**src/rtl/vga_pkg.sv**
```systemverilog
// Shared constants for the SPI framebuffer controller: opcodes, FSM state
// encoding and the default pixel width.
package vga_pkg;

  localparam int PIX_W_DEF = 15;

  localparam logic [7:0] OP_PIXEL = 8'h01;
  localparam logic [7:0] OP_BURST = 8'h02;
  localparam logic [7:0] OP_LED   = 8'h03;

  typedef enum logic [2:0] {
    S_IDLE,
    S_ADDR_H,
    S_ADDR_L,
    S_DAT_H,
    S_DAT_L,
    S_WRITE,
    S_LED,
    S_DISCARD
  } state_t;

endpackage

```
**src/rtl/spi_fb_ctrl.sv**
```systemverilog
// SPI byte-stream decoder driving framebuffer pixel writes and an LED register.
// Define SPI_FB_CTRL_STATUS_EN to return {fb_wr_valid, err_cnt[6:0]} on tx_data.
module spi_fb_ctrl
  import vga_pkg::*;
#(
  parameter int ADDR_W = 16,
  parameter int PIX_W  = PIX_W_DEF
) (
  input  logic              clk,
  input  logic              rst_n,
  input  logic              rx_valid,
  input  logic [7:0]        rx_data,
  input  logic              frame_end,
  output logic [7:0]        tx_data,
  output logic              fb_wr_valid,
  input  logic              fb_wr_ready,
  output logic [ADDR_W-1:0] fb_wr_addr,
  output logic [PIX_W-1:0]  fb_wr_data,
  output logic [7:0]        led,
  output logic [7:0]        err_cnt
);

  state_t              state_q, state_d;
  logic                burst_q, burst_d;
  logic                fe_pend_q, fe_pend_d;
  logic [7:0]          hi_q, hi_d;
  logic [ADDR_W-1:0]   addr_q, addr_d;
  logic [PIX_W-1:0]    data_q, data_d;
  logic [7:0]          led_q, led_d;
  logic [7:0]          err_q, err_d;
  logic [7:0]          tx_q, tx_d;
  logic                err_inc;

  always_comb begin
    state_d   = state_q;
    burst_d   = burst_q;
    fe_pend_d = fe_pend_q;
    hi_d      = hi_q;
    addr_d    = addr_q;
    data_d    = data_q;
    led_d     = led_q;
    err_inc   = 1'b0;

    case (state_q)
      S_IDLE: if (rx_valid) begin
        case (rx_data)
          OP_PIXEL: begin burst_d = 1'b0; state_d = S_ADDR_H; end
          OP_BURST: begin burst_d = 1'b1; state_d = S_ADDR_H; end
          OP_LED:   state_d = S_LED;
          default:  begin err_inc = 1'b1; state_d = S_DISCARD; end
        endcase
      end
      S_ADDR_H: if (rx_valid) begin hi_d = rx_data; state_d = S_ADDR_L; end
      S_ADDR_L: if (rx_valid) begin
        addr_d  = ADDR_W'({hi_q, rx_data});
        state_d = S_DAT_H;
      end
      S_DAT_H: if (rx_valid) begin hi_d = rx_data; state_d = S_DAT_L; end
      S_DAT_L: if (rx_valid) begin
        data_d  = PIX_W'({hi_q, rx_data});
        state_d = S_WRITE;
      end
      S_WRITE: begin
        // Bytes arriving while a write is outstanding have nowhere to go.
        if (rx_valid) err_inc = 1'b1;
        if (fb_wr_ready) begin
          fe_pend_d = 1'b0;
          if (fe_pend_q || frame_end) state_d = S_IDLE;
          else if (burst_q) begin
            addr_d  = addr_q + ADDR_W'(1);
            state_d = S_DAT_H;
          end else state_d = S_DISCARD;
        end else if (frame_end) fe_pend_d = 1'b1;
      end
      S_LED: if (rx_valid) begin led_d = rx_data; state_d = S_DISCARD; end
      S_DISCARD: ;
      default: state_d = S_IDLE;
    endcase

    // The byte is consumed first; a frame ending on the last pixel byte
    // still owes its write, so it is remembered instead of aborting.
    if (frame_end && state_q != S_WRITE) begin
      if (state_d == S_WRITE) fe_pend_d = 1'b1;
      else                    state_d   = S_IDLE;
    end

    err_d = (err_inc && err_q != 8'hFF) ? err_q + 8'd1 : err_q;

`ifdef SPI_FB_CTRL_STATUS_EN
    tx_d = {fb_wr_valid, err_q[6:0]};
`else
    tx_d = 8'h00;
`endif
  end

  always_ff @(posedge clk or negedge rst_n) begin
    if (!rst_n) begin
      state_q   <= S_IDLE;
      burst_q   <= 1'b0;
      fe_pend_q <= 1'b0;
      hi_q      <= '0;
      addr_q    <= '0;
      data_q    <= '0;
      led_q     <= '0;
      err_q     <= '0;
      tx_q      <= '0;
    end else begin
      state_q   <= state_d;
      burst_q   <= burst_d;
      fe_pend_q <= fe_pend_d;
      hi_q      <= hi_d;
      addr_q    <= addr_d;
      data_q    <= data_d;
      led_q     <= led_d;
      err_q     <= err_d;
      tx_q      <= tx_d;
    end
  end

  assign fb_wr_valid = (state_q == S_WRITE);
  assign fb_wr_addr  = addr_q;
  assign fb_wr_data  = data_q;
  assign led         = led_q;
  assign err_cnt     = err_q;
  assign tx_data     = tx_q;

endmodule
```
**config.mk**
```make
export PLATFORM = sky130hd
export DESIGN_NAME = spi_fb_ctrl
export DESIGN_NICKNAME = d
export VERILOG_FILES = /design/src/rtl/vga_pkg.sv /design/src/rtl/spi_fb_ctrl.sv
export SDC_FILE = /design/constraint.sdc
export NUM_CORES = 1
export LEC_CHECK = 0
export ABC_AREA = 1
export CAP_MARGIN = 20
export CORE_MARGIN = 4
export CORE_UTILIZATION = 55
export CTS_CLUSTER_SIZE = 14
export DETAILED_ROUTE_END_ITERATION = 10
export PLACE_DENSITY = 0.85
export SYNTH_ARGS = -nofsm -noshare
export SYNTH_HDL_FRONTEND = slang
export SYNTH_SLANG_ARGS = --single-unit
```
**constraint.sdc**
```tcl
create_clock -name clk -period 2.9 [get_ports clk]
set_clock_uncertainty 0.2 [all_clocks]
set_input_delay 0.435 -clock clk [delete_from_list [all_inputs] [get_ports clk]]
set_output_delay 0.435 -clock clk [all_outputs]
set_load 0.01 [all_outputs]
```
# Word-level counts from Yosys, hierarchy flattened
# Index checks and enable logic that the tools add are counted.
# op_classes
n_addsub,2
eq_ne,16
n_mux,28
n_reduce_logical,14
# ops
op,n
$mux 16,4
$mux 3,11
$pmux 16 s2,1
$pmux 3 s7,1
$add 16x1->16 const B,1
$eq 8x2->1 const B,2
$eq 3x3->1 const B,4
$add 8x1->8 const B,1
$eq 8x1->1 const B,1
$mux 1,8
$ne 8x8->1 const B,1
$eq 3x2->1 const B,2
$pmux 3 s2,1
$reduce_and 2->1,3
$reduce_and 5->1,1
$ne 2x1->1 const B,2
$ne 2x2->1 const B,2
$pmux 1 s2,2
$reduce_bool 2->1,2
$reduce_or 2->1,2
$eq 3x1->1 const B,1
$logic_not 3->1,1
$ne 3x3->1 const B,1
$reduce_and 3->1,1
3 further kinds,4
# word_totals
reg_bits,60
in_bits,13
output_inout_bits,56

# Logic depth before layout (Yosys ltp)
# Gate-level depths: netlist of run 1.
# depth
depth_word,8
depth_mapped,10
ltp_nobuf,10

# Worst setup path before layout of run 1
# Ideal clock, no wire load.
# synth_timing
kind,flip-flop to flip-flop
startpoint,"reg err_q[0], in the netlist err_cnt[0]"
endpoint,"reg err_q[6], in the netlist err_cnt[6]"
arrival_ps,1450
path_slack_ps,1129
path_stages_with_launch,9
n_path_buf,1
synth_period_minus_slack_ps,1771
cell_sequence,dfrtp_1 ha_1 nand4_1 nor3_1 nor2_1 nand2_2 buf_6 nand2_1 o21ai_2
# synth_via
elab_chain_cells,2
elab_cells_between_ends,3
# synth_rtl
element,line,source
"start, declared",spi_fb_ctrl.sv:30,"logic [7:0] err_q, err_d;"
"start signal, assigned",spi_fb_ctrl.sv:115,err_q <= err_d;
"parallel branches: the longest is 2 deep, another holds $add 8x1->8",-,
# Several ways; the timed one is not identified.
# A chain may end at the register's enable or synchronous reset.

# Worst setup path after layout of run 1
# layout_timing
startpoint,reg state_q[0]
endpoint,out fb_wr_valid
# layout_via
elab_chain_cells,1
# layout_rtl
element,line,source
"start, declared",spi_fb_ctrl.sv:23,"state_t state_q, state_d;"
"start signal, assigned",spi_fb_ctrl.sv:108,state_q <= state_d;
$eq 3x3->1,spi_fb_ctrl.sv:120,assign fb_wr_valid = (state_q == S_WRITE);
"end, declared",spi_fb_ctrl.sv:15,"output logic fb_wr_valid,"
# No other way between the ends.

==> metrics.txt, run 1 <==
first-pass GRT wire length 13280 um; PwrDens 1074 mW/mm^2; Max stage delay on crit path 590 ps; count of routing violations after the opening detailed-route iteration 185; die boundary height 84.89 um; Worst Reg-to-Reg Cells 8; kind of cell with the highest combined delay on the critical path buffers and inverters; # fillers 456; vias per cell 5.419; TritonCTS clock tree built; Post-CTS Hold Fix Bufs 1; register bit total from synthesis 60; I/O pin count 69; post-synthesis cell count 414; area fraction of the dominant cell type after synthesis 0.4617; transition at the pin with the smallest max-transition slack 724.0 ps; largest cells by area after synthesis sky130_fd_sc_hd__dfrtp_1, sky130_fd_sc_hd__nand2_1, sky130_fd_sc_hd__o21ai_0, sky130_fd_sc_hd__inv_1, sky130_fd_sc_hd__nand3_1; Cell Chain, Critical Path nand2_2 > nor2_4 > clkdlybuf4s50_1; total core area 0.005608 sq mm; detail-routed net length per standard cell 14.43 um; post-route clock period utilization 0.8411; power share of the clock group 0.196; DIE AREA 0.007206 sq mm; fraction of layout cells with a size suffix above 1 0.09603; Relative slew margins 0.5174; register clock-pin slew on the reported worst setup and hold paths 70 ps; horizontal die dimension 84.89 um; total grt overflow 0; max-capacitance violation count 0; CTS root buffer sky130_fd_sc_hd__clkbuf_8; final routed DRC violation total 0; TNS Setup 0 ps; routed wire length 7949 um; setup violation total in the final timing report 0; share of total power in combinational logic 0.448; fraction of the yosys area taken by sequential cells 0.4617; Row Count 27; Worst IR Drop VDD 0.6530 mV; # diodes 0; post-cts resize count 0; cell-internal power 2.629 mW; total of warnings raised by yosys 0; post-synthesis area per instance 7.855 sq um; H-tree Lvls 3; worst path arrival time 1800 ps; initial antenna violation count 0; number of distinct library cell variants in the gate-level netlist after synthesis 37; number of global-route vias before repair 2835; worst-case hold path end point fb_wr_data[8]; critical path type reg2out; number of setup buffers added after CTS 0; RSZ-0062 raised after global routing false; Yosys top cell by area sky130_fd_sc_hd__dfrtp_1; type of element capturing the critical path output port; clock latency on the worst-skew pair 340 ps; total global routing track utilization 0.2330; required time of the critical path 2270 ps; Worst Min Path Start fb_wr_data[8]; Psw 1.743 mW; overall via count from detail_route 2986; launching instance or port of the critical path state_q[0]; number of hold-slack violations in the final timing report 0; Tightest Hold Check Type reg2reg; count of input and output buffers 60; Worst setup SP type register; number of search-and-repair iterations in the first detailed-routing pass 5; register-to-register setup slack 490 ps; master of the slowest instance on the critical path sky130_fd_sc_hd__clkdlybuf4s50_1; CTS max path bufs 2; part of the power in registers 0.356; startpoint of the most critical register-to-register path state_q[0]; multi-input gate area in the final layout 0.001446 sq mm; Critical Path Fanout Max 8; total CTS buffers 9; Starting Density 0.5799; achievable clock frequency 0.4100 GHz; Max Slew Vio Count 0; share of total power consumed by net switching 0.3986; area occupied by registers 0.001501 sq mm; total number of nets in the final design 489; Layout Area Growth over Synthesis 25.16%; maximum number of pins on one net before global-route repair 33; HPWL after detailed placement 5651 um; number of cells traversed by the worst hold path 2; sum of buffers and inverters on the critical path 1; critical register-to-register path endpoint err_cnt[2]; static leakage power 1.896 nW; residual antenna-violating net count after detailed routing 0; number of sinks driven by the clock tree 60; Pwr Total 4.373 mW; Final min period 2439 ps; Routability Congestion 0.8901; status completed; mapped cell area 0.003252 sq mm
## sequential cells by signal (all words and copies together) (netlist names)
signal and flops:
led 8, burst_q 1, fe_pend_q 1, state_q 3, fb_wr_data 15, fb_wr_addr 16, hi_q 8, err_cnt 8
## per-stage QoR
step	hold slack (ps)	utilization	setup slack [ps]	cell area, sq um	instances
2_1_floorplan	-60.59	-	1129	3278	421
5_1_grt	306.5	0.7258	284.9	4070	551
3_5_place_dp	272.7	0.6838	443.6	3835	534
6_report	283.3	0.7258	460.9	4070	551
4_1_cts	289.7	0.7258	448.0	4070	551
3_3_place_gp	264.5	0.6838	502.1	3835	534
## power groups by stage
stage / Combinational (mW) / Clock [mW] / Sequential [mW]
floorplan: 1.07 / 0 / 1.61
global placement: 1.90 / 0 / 1.54
detailed placement: 1.95 / 0 / 1.55
CTS: 1.97 / 0.865 / 1.55
global route: 2.18 / 0.915 / 1.61
finish: 1.96 / 0.856 / 1.56
## cells in the final DEF (no fill, tap or decap), types with 3 or more instances in the layout
cell and count:
sky130_fd_sc_hd__inv_1 42, sky130_fd_sc_hd__dfrtp_1 60, sky130_fd_sc_hd__nor3_1 10, sky130_fd_sc_hd__xnor2_1 3, sky130_fd_sc_hd__a21oi_2 3, sky130_fd_sc_hd__xor2_1 5, sky130_fd_sc_hd__nand2_2 5, sky130_fd_sc_hd__a21oi_1 10
sky130_fd_sc_hd__or2_2 3, sky130_fd_sc_hd__conb_1 8, sky130_fd_sc_hd__o21ai_1 6, sky130_fd_sc_hd__buf_4 4, sky130_fd_sc_hd__o21ai_0 47, sky130_fd_sc_hd__nand3_1 28, sky130_fd_sc_hd__o21ai_2 5, sky130_fd_sc_hd__nand2_1 109
sky130_fd_sc_hd__nor2_1 27, sky130_fd_sc_hd__clkdlybuf4s50_1 59, sky130_fd_sc_hd__clkbuf_8 10, sky130_fd_sc_hd__nand4_1 8
## worst min-delay path: cells and delay by family (launching register included)
| family | cells | cell delay (ps) |
|---|---|---|
| and+or+nand+nor | 1 | 50 |
| AOI/OAI and AO/OA | 1 | 60 |
| DFF | 1 | 340 |
## worst max-delay path by stage
stage,endpoint,cells after the start
6_report,fb_wr_valid,3
5_1_grt,err_cnt[3],8
4_1_cts,fb_wr_valid,3
3_5_place_dp,fb_wr_addr[3],8
3_3_place_gp,fb_wr_addr[6],8
2_1_floorplan,err_cnt[6],8
## layer usage
| layer | global-route usage | vias up | wire, um | part of all wire |
|---|---|---|---|---|
| met2 | 0.3829 | 113 | 3959 | 0.50 |
| met5 | 0 | - | 0 | 0 |
| li1 | - | 1451 | - | - |
| met4 | 0.08201 | 0 | 122 | 0.015 |
| met3 | 0.06505 | 11 | 524 | 0.066 |
| met1 | 0.2962 | 1411 | 3342 | 0.42 |
## final cells by class
type                    instances  share of cell area
clock buffers                  11             0.03474
clock inverters                 5             0.02060
inverters                      45             0.04211
multi-input cells             293              0.3554
flip-flops and latches         60              0.3689
well taps                      72             0.02213
repair buffers                 65              0.1562
## synthesized netlist by cell type
library cell / count
sky130_fd_sc_hd__a21oi_1: 10
sky130_fd_sc_hd__a21oi_2: 3
sky130_fd_sc_hd__a22oi_1: 2
sky130_fd_sc_hd__a22oi_2: 1
sky130_fd_sc_hd__and2_1: 1
sky130_fd_sc_hd__buf_1: 1
sky130_fd_sc_hd__buf_2: 3
sky130_fd_sc_hd__buf_4: 8
sky130_fd_sc_hd__buf_6: 5
sky130_fd_sc_hd__clkbuf_1: 5
sky130_fd_sc_hd__clkbuf_2: 1
sky130_fd_sc_hd__conb_1: 1
sky130_fd_sc_hd__dfrtp_1: 60
sky130_fd_sc_hd__ha_1: 2
sky130_fd_sc_hd__inv_1: 42
sky130_fd_sc_hd__inv_2: 2
sky130_fd_sc_hd__inv_4: 1
sky130_fd_sc_hd__nand2_1: 109
sky130_fd_sc_hd__nand2_2: 5
sky130_fd_sc_hd__nand3_1: 28
sky130_fd_sc_hd__nand3_2: 1
sky130_fd_sc_hd__nand3_4: 1
sky130_fd_sc_hd__nand3b_1: 2
sky130_fd_sc_hd__nand4_1: 8
sky130_fd_sc_hd__nor2_1: 27
sky130_fd_sc_hd__nor2_2: 1
sky130_fd_sc_hd__nor2_4: 2
sky130_fd_sc_hd__nor3_1: 10
sky130_fd_sc_hd__o211ai_1: 1
sky130_fd_sc_hd__o21ai_0: 47
sky130_fd_sc_hd__o21ai_1: 6
sky130_fd_sc_hd__o21ai_2: 5
sky130_fd_sc_hd__o21ai_4: 1
sky130_fd_sc_hd__o22ai_1: 1
sky130_fd_sc_hd__or2_2: 3
sky130_fd_sc_hd__xnor2_1: 3
sky130_fd_sc_hd__xor2_1: 5
## kinds of logic (layout without fill, tap and decap cells)
| kind of cell | count (synthesis) | in the layout | share of synthesized area |
|---|---|---|---|
| and+or+nand+nor | 198 | 198 | 0.2701 |
| DFF | 60 | 60 | 0.4617 |
| adders and majority gates | 2 | 2 | 0.007694 |
| other | 1 | 8 | 0.001153 |
| xor gates and xnor gates | 8 | 8 | 0.02155 |
| AOI/OAI and AO/OA | 77 | 77 | 0.1362 |
| buffers and inverters | 68 | 126 | 0.1016 |
Note: power is estimated with default switching activity, not from simulation.
==> run 2, diff against run 1 <==
- CORE_UTILIZATION: 55 -> 46
- PLACE_DENSITY: 0.85 -> 0.76
- clock period: 2.9 -> 2.09 ns (I/O delays scaled with it)
==> run 2 against run 1 <==
Against the previous run:
- sequential cell count unchanged
- first-iteration DRC count down 3.2%
- hold slack lost 0.90 ps
- largest power group unchanged
==> metrics.txt, run 2 (synthesized netlist as in run 1, its figures left out) <==
total core area 0.006832 sq mm (was 0.005608 sq mm); PwrDens 1452 mW/mm^2 (was 1074 mW/mm^2); die boundary height 92.08 um (was 84.89 um); Worst Reg-to-Reg Cells 9 (was 8); max-capacitance violation count 0 (unchanged); number of cells traversed by the worst hold path 2 (unchanged); master of the slowest instance on the critical path sky130_fd_sc_hd__clkdlybuf4s50_1 (unchanged); Worst IR Drop VDD 0.6584 mV (was 0.6530 mV); Cell Chain, Critical Path nor2_4 > clkdlybuf4s50_1 (was nand2_2 > nor2_4 > clkdlybuf4s50_1); routed wire length 7691 um (was 7949 um); H-tree Lvls 3 (unchanged); worst path arrival time 1490 ps (was 1800 ps); TNS Setup 0 ps (unchanged); post-route clock period utilization 0.9573; number of hold-slack violations in the final timing report 0 (unchanged); horizontal die dimension 92.08 um (was 84.89 um); DIE AREA 0.008479 sq mm (was 0.007206 sq mm); total grt overflow 0 (unchanged); multi-input gate area in the final layout 0.001446 sq mm (unchanged); commonest cells after routing, fill and taps aside sky130_fd_sc_hd__nand2_1, sky130_fd_sc_hd__dfrtp_1, sky130_fd_sc_hd__clkdlybuf4s50_1 (unchanged); type of element capturing the critical path output port (unchanged); area occupied by registers 0.001503 sq mm (was 0.001501 sq mm); share of total power in combinational logic 0.468 (was 0.448); Core Util, Final 0.6183 (was 0.7258); Row Count 30 (was 27); RSZ-0062 raised after global routing false (unchanged); final routed DRC violation total 0 (unchanged); Critical Path Fanout Max 6 (was 8); residual antenna-violating net count after detailed routing 0 (unchanged); number of search-and-repair iterations in the first detailed-routing pass 4 (was 5); maximum number of pins on one net before global-route repair 61 (was 33); clock latency on the worst-skew pair 330 ps (was 340 ps); max FFs per register 16 (unchanged); overall via count from detail_route 2957 (was 2986); critical path type reg2out (unchanged); Max stage delay on crit path 560 ps (was 590 ps); total CTS buffers 9 (unchanged); kind of cell with the highest combined delay on the critical path buffers and inverters (unchanged); total number of nets in the final design 505 (was 489); I/O pin count 69 (unchanged); Tightest Hold Check Type reg2reg (unchanged); cell-internal power 3.769 mW (was 2.629 mW); number of sinks driven by the clock tree 60 (unchanged); CTS root buffer sky130_fd_sc_hd__clkbuf_8 (unchanged); power share of the clock group 0.185 (was 0.196); Routability Congestion 0.8552 (was 0.8901); Worst setup SP type register (unchanged); # fillers 600 (was 456); share of total power consumed by net switching 0.3855 (was 0.3986); sum of buffers and inverters on the critical path 1 (unchanged); Max Slew Vio Count 0 (unchanged); Stages on worst setup path 2 (was 3); register clock-pin slew on the reported worst setup and hold paths 60 ps (was 70 ps); initial antenna violation count 0 (unchanged); achievable clock frequency 0.4998 GHz; Psw 2.364 mW (was 1.743 mW); number of global-route vias before repair 2891 (was 2835); Layout Area Growth over Synthesis 29.90% (was 25.16%); required time of the critical path 1580 ps (was 2270 ps); TritonCTS clock tree built (unchanged); Starting Density 0.4760 (was 0.5799); count of input and output buffers 60 (unchanged); vias per cell 5.012 (was 5.419); CTS max path bufs 2 (unchanged); count of routing violations after the opening detailed-route iteration 179 (was 185); detail-routed net length per standard cell 13.04 um (was 14.43 um); setup violation total in the final timing report 0 (unchanged); HPWL after detailed placement 5698 um (was 5651 um); most common library cell in the layout ignoring fill and taps sky130_fd_sc_hd__nand2_1 (unchanged); first-pass GRT wire length 13310 um (was 13280 um); status completed (unchanged); part of the power in registers 0.347 (was 0.356); total global routing track utilization 0.1966 (was 0.2330); static leakage power 1.979 nW (was 1.896 nW); Hold Worst Slack 282.4 ps (was 283.3 ps); Final min period 2001 ps; # diodes 0 (unchanged); fraction of layout cells with a size suffix above 1 0.1255 (was 0.09603)
==> run 2: cell type report <==
| cell class | count | share of cell area |
|---|---|---|
| flip-flops and latches | 60 | 0.3557 |
| repair buffers | 81 | 0.1819 |
| clock inverters | 4 | 0.01748 |
| inverters | 45 | 0.04058 |
| well taps | 96 | 0.02844 |
| multi-input cells | 293 | 0.3424 |
| clock buffers | 11 | 0.03347 |
==> run 2: repair_timing <==
| item | 4_1_cts | 5_1_grt |
|---|---|---|
| pin swaps | 1 | 0 |
| hold buffers | 1 | 0 |
| hold endpoints to repair | 60 | 0 |
| endpoints found under the setup margin | 1 | 1 |
| gates resized for setup | 0 | 1 |
| buffers inserted | 1 | 0 |
==> run 2: routing by layer <==
metal	GRT usage	up-vias	share of wire	wire length (um)
met3	0.05660	13	0.053	410
met4	0.06683	0	0.014	110
met2	0.3266	81	0.50	3830
li1	-	1476	-	-
met1	0.2449	1387	0.43	3340
met5	0	-	0	0
==> run 2: path summary, 6_finish.rpt <==
check                      slack [ps]           from              to
min                               280  fb_wr_data[9]   fb_wr_data[9]
max in group asynchronous        1100          rst_n      state_q[1]
max                                90     state_q[1]     fb_wr_valid
max reg2reg                       290     state_q[1]  fb_wr_addr[13]
min reg2reg                       280  fb_wr_data[9]   fb_wr_data[9]
min in group asynchronous         310          rst_n   fb_wr_data[0]
==> run 2: stage by stage <==
step | power, mW | cells | cell area (sq um) | setup WS, ps
2_1_floorplan | 3.722 | 421 | 3278 | 319.0
3_3_place_gp | 4.943 | 573 | 3990 | -16.69
3_5_place_dp | 5.020 | 573 | 3990 | -13.75
4_1_cts | 6.188 | 590 | 4223 | 20.93
5_1_grt | 6.639 | 590 | 4224 | 12.26
6_report | 6.133 | 590 | 4224 | 89.20
==> run 2: tightest hold or removal path, delay by kind of cell, from the launching register on <==
kind             cells  cell delay [ps]
AO/OA/AOI/OAI        1               60
AND/OR/NAND/NOR      1               50
flip-flops           1              340
==> run 2: power by group through the flow <==
stage / logic, mW / clock network (mW) / registers [mW]
floorplan: 1.49 / 0 / 2.23
global placement: 2.82 / 0 / 2.12
detailed placement: 2.88 / 0 / 2.14
CTS: 2.90 / 1.17 / 2.12
global route: 3.20 / 1.23 / 2.21
finish: 2.87 / 1.14 / 2.13
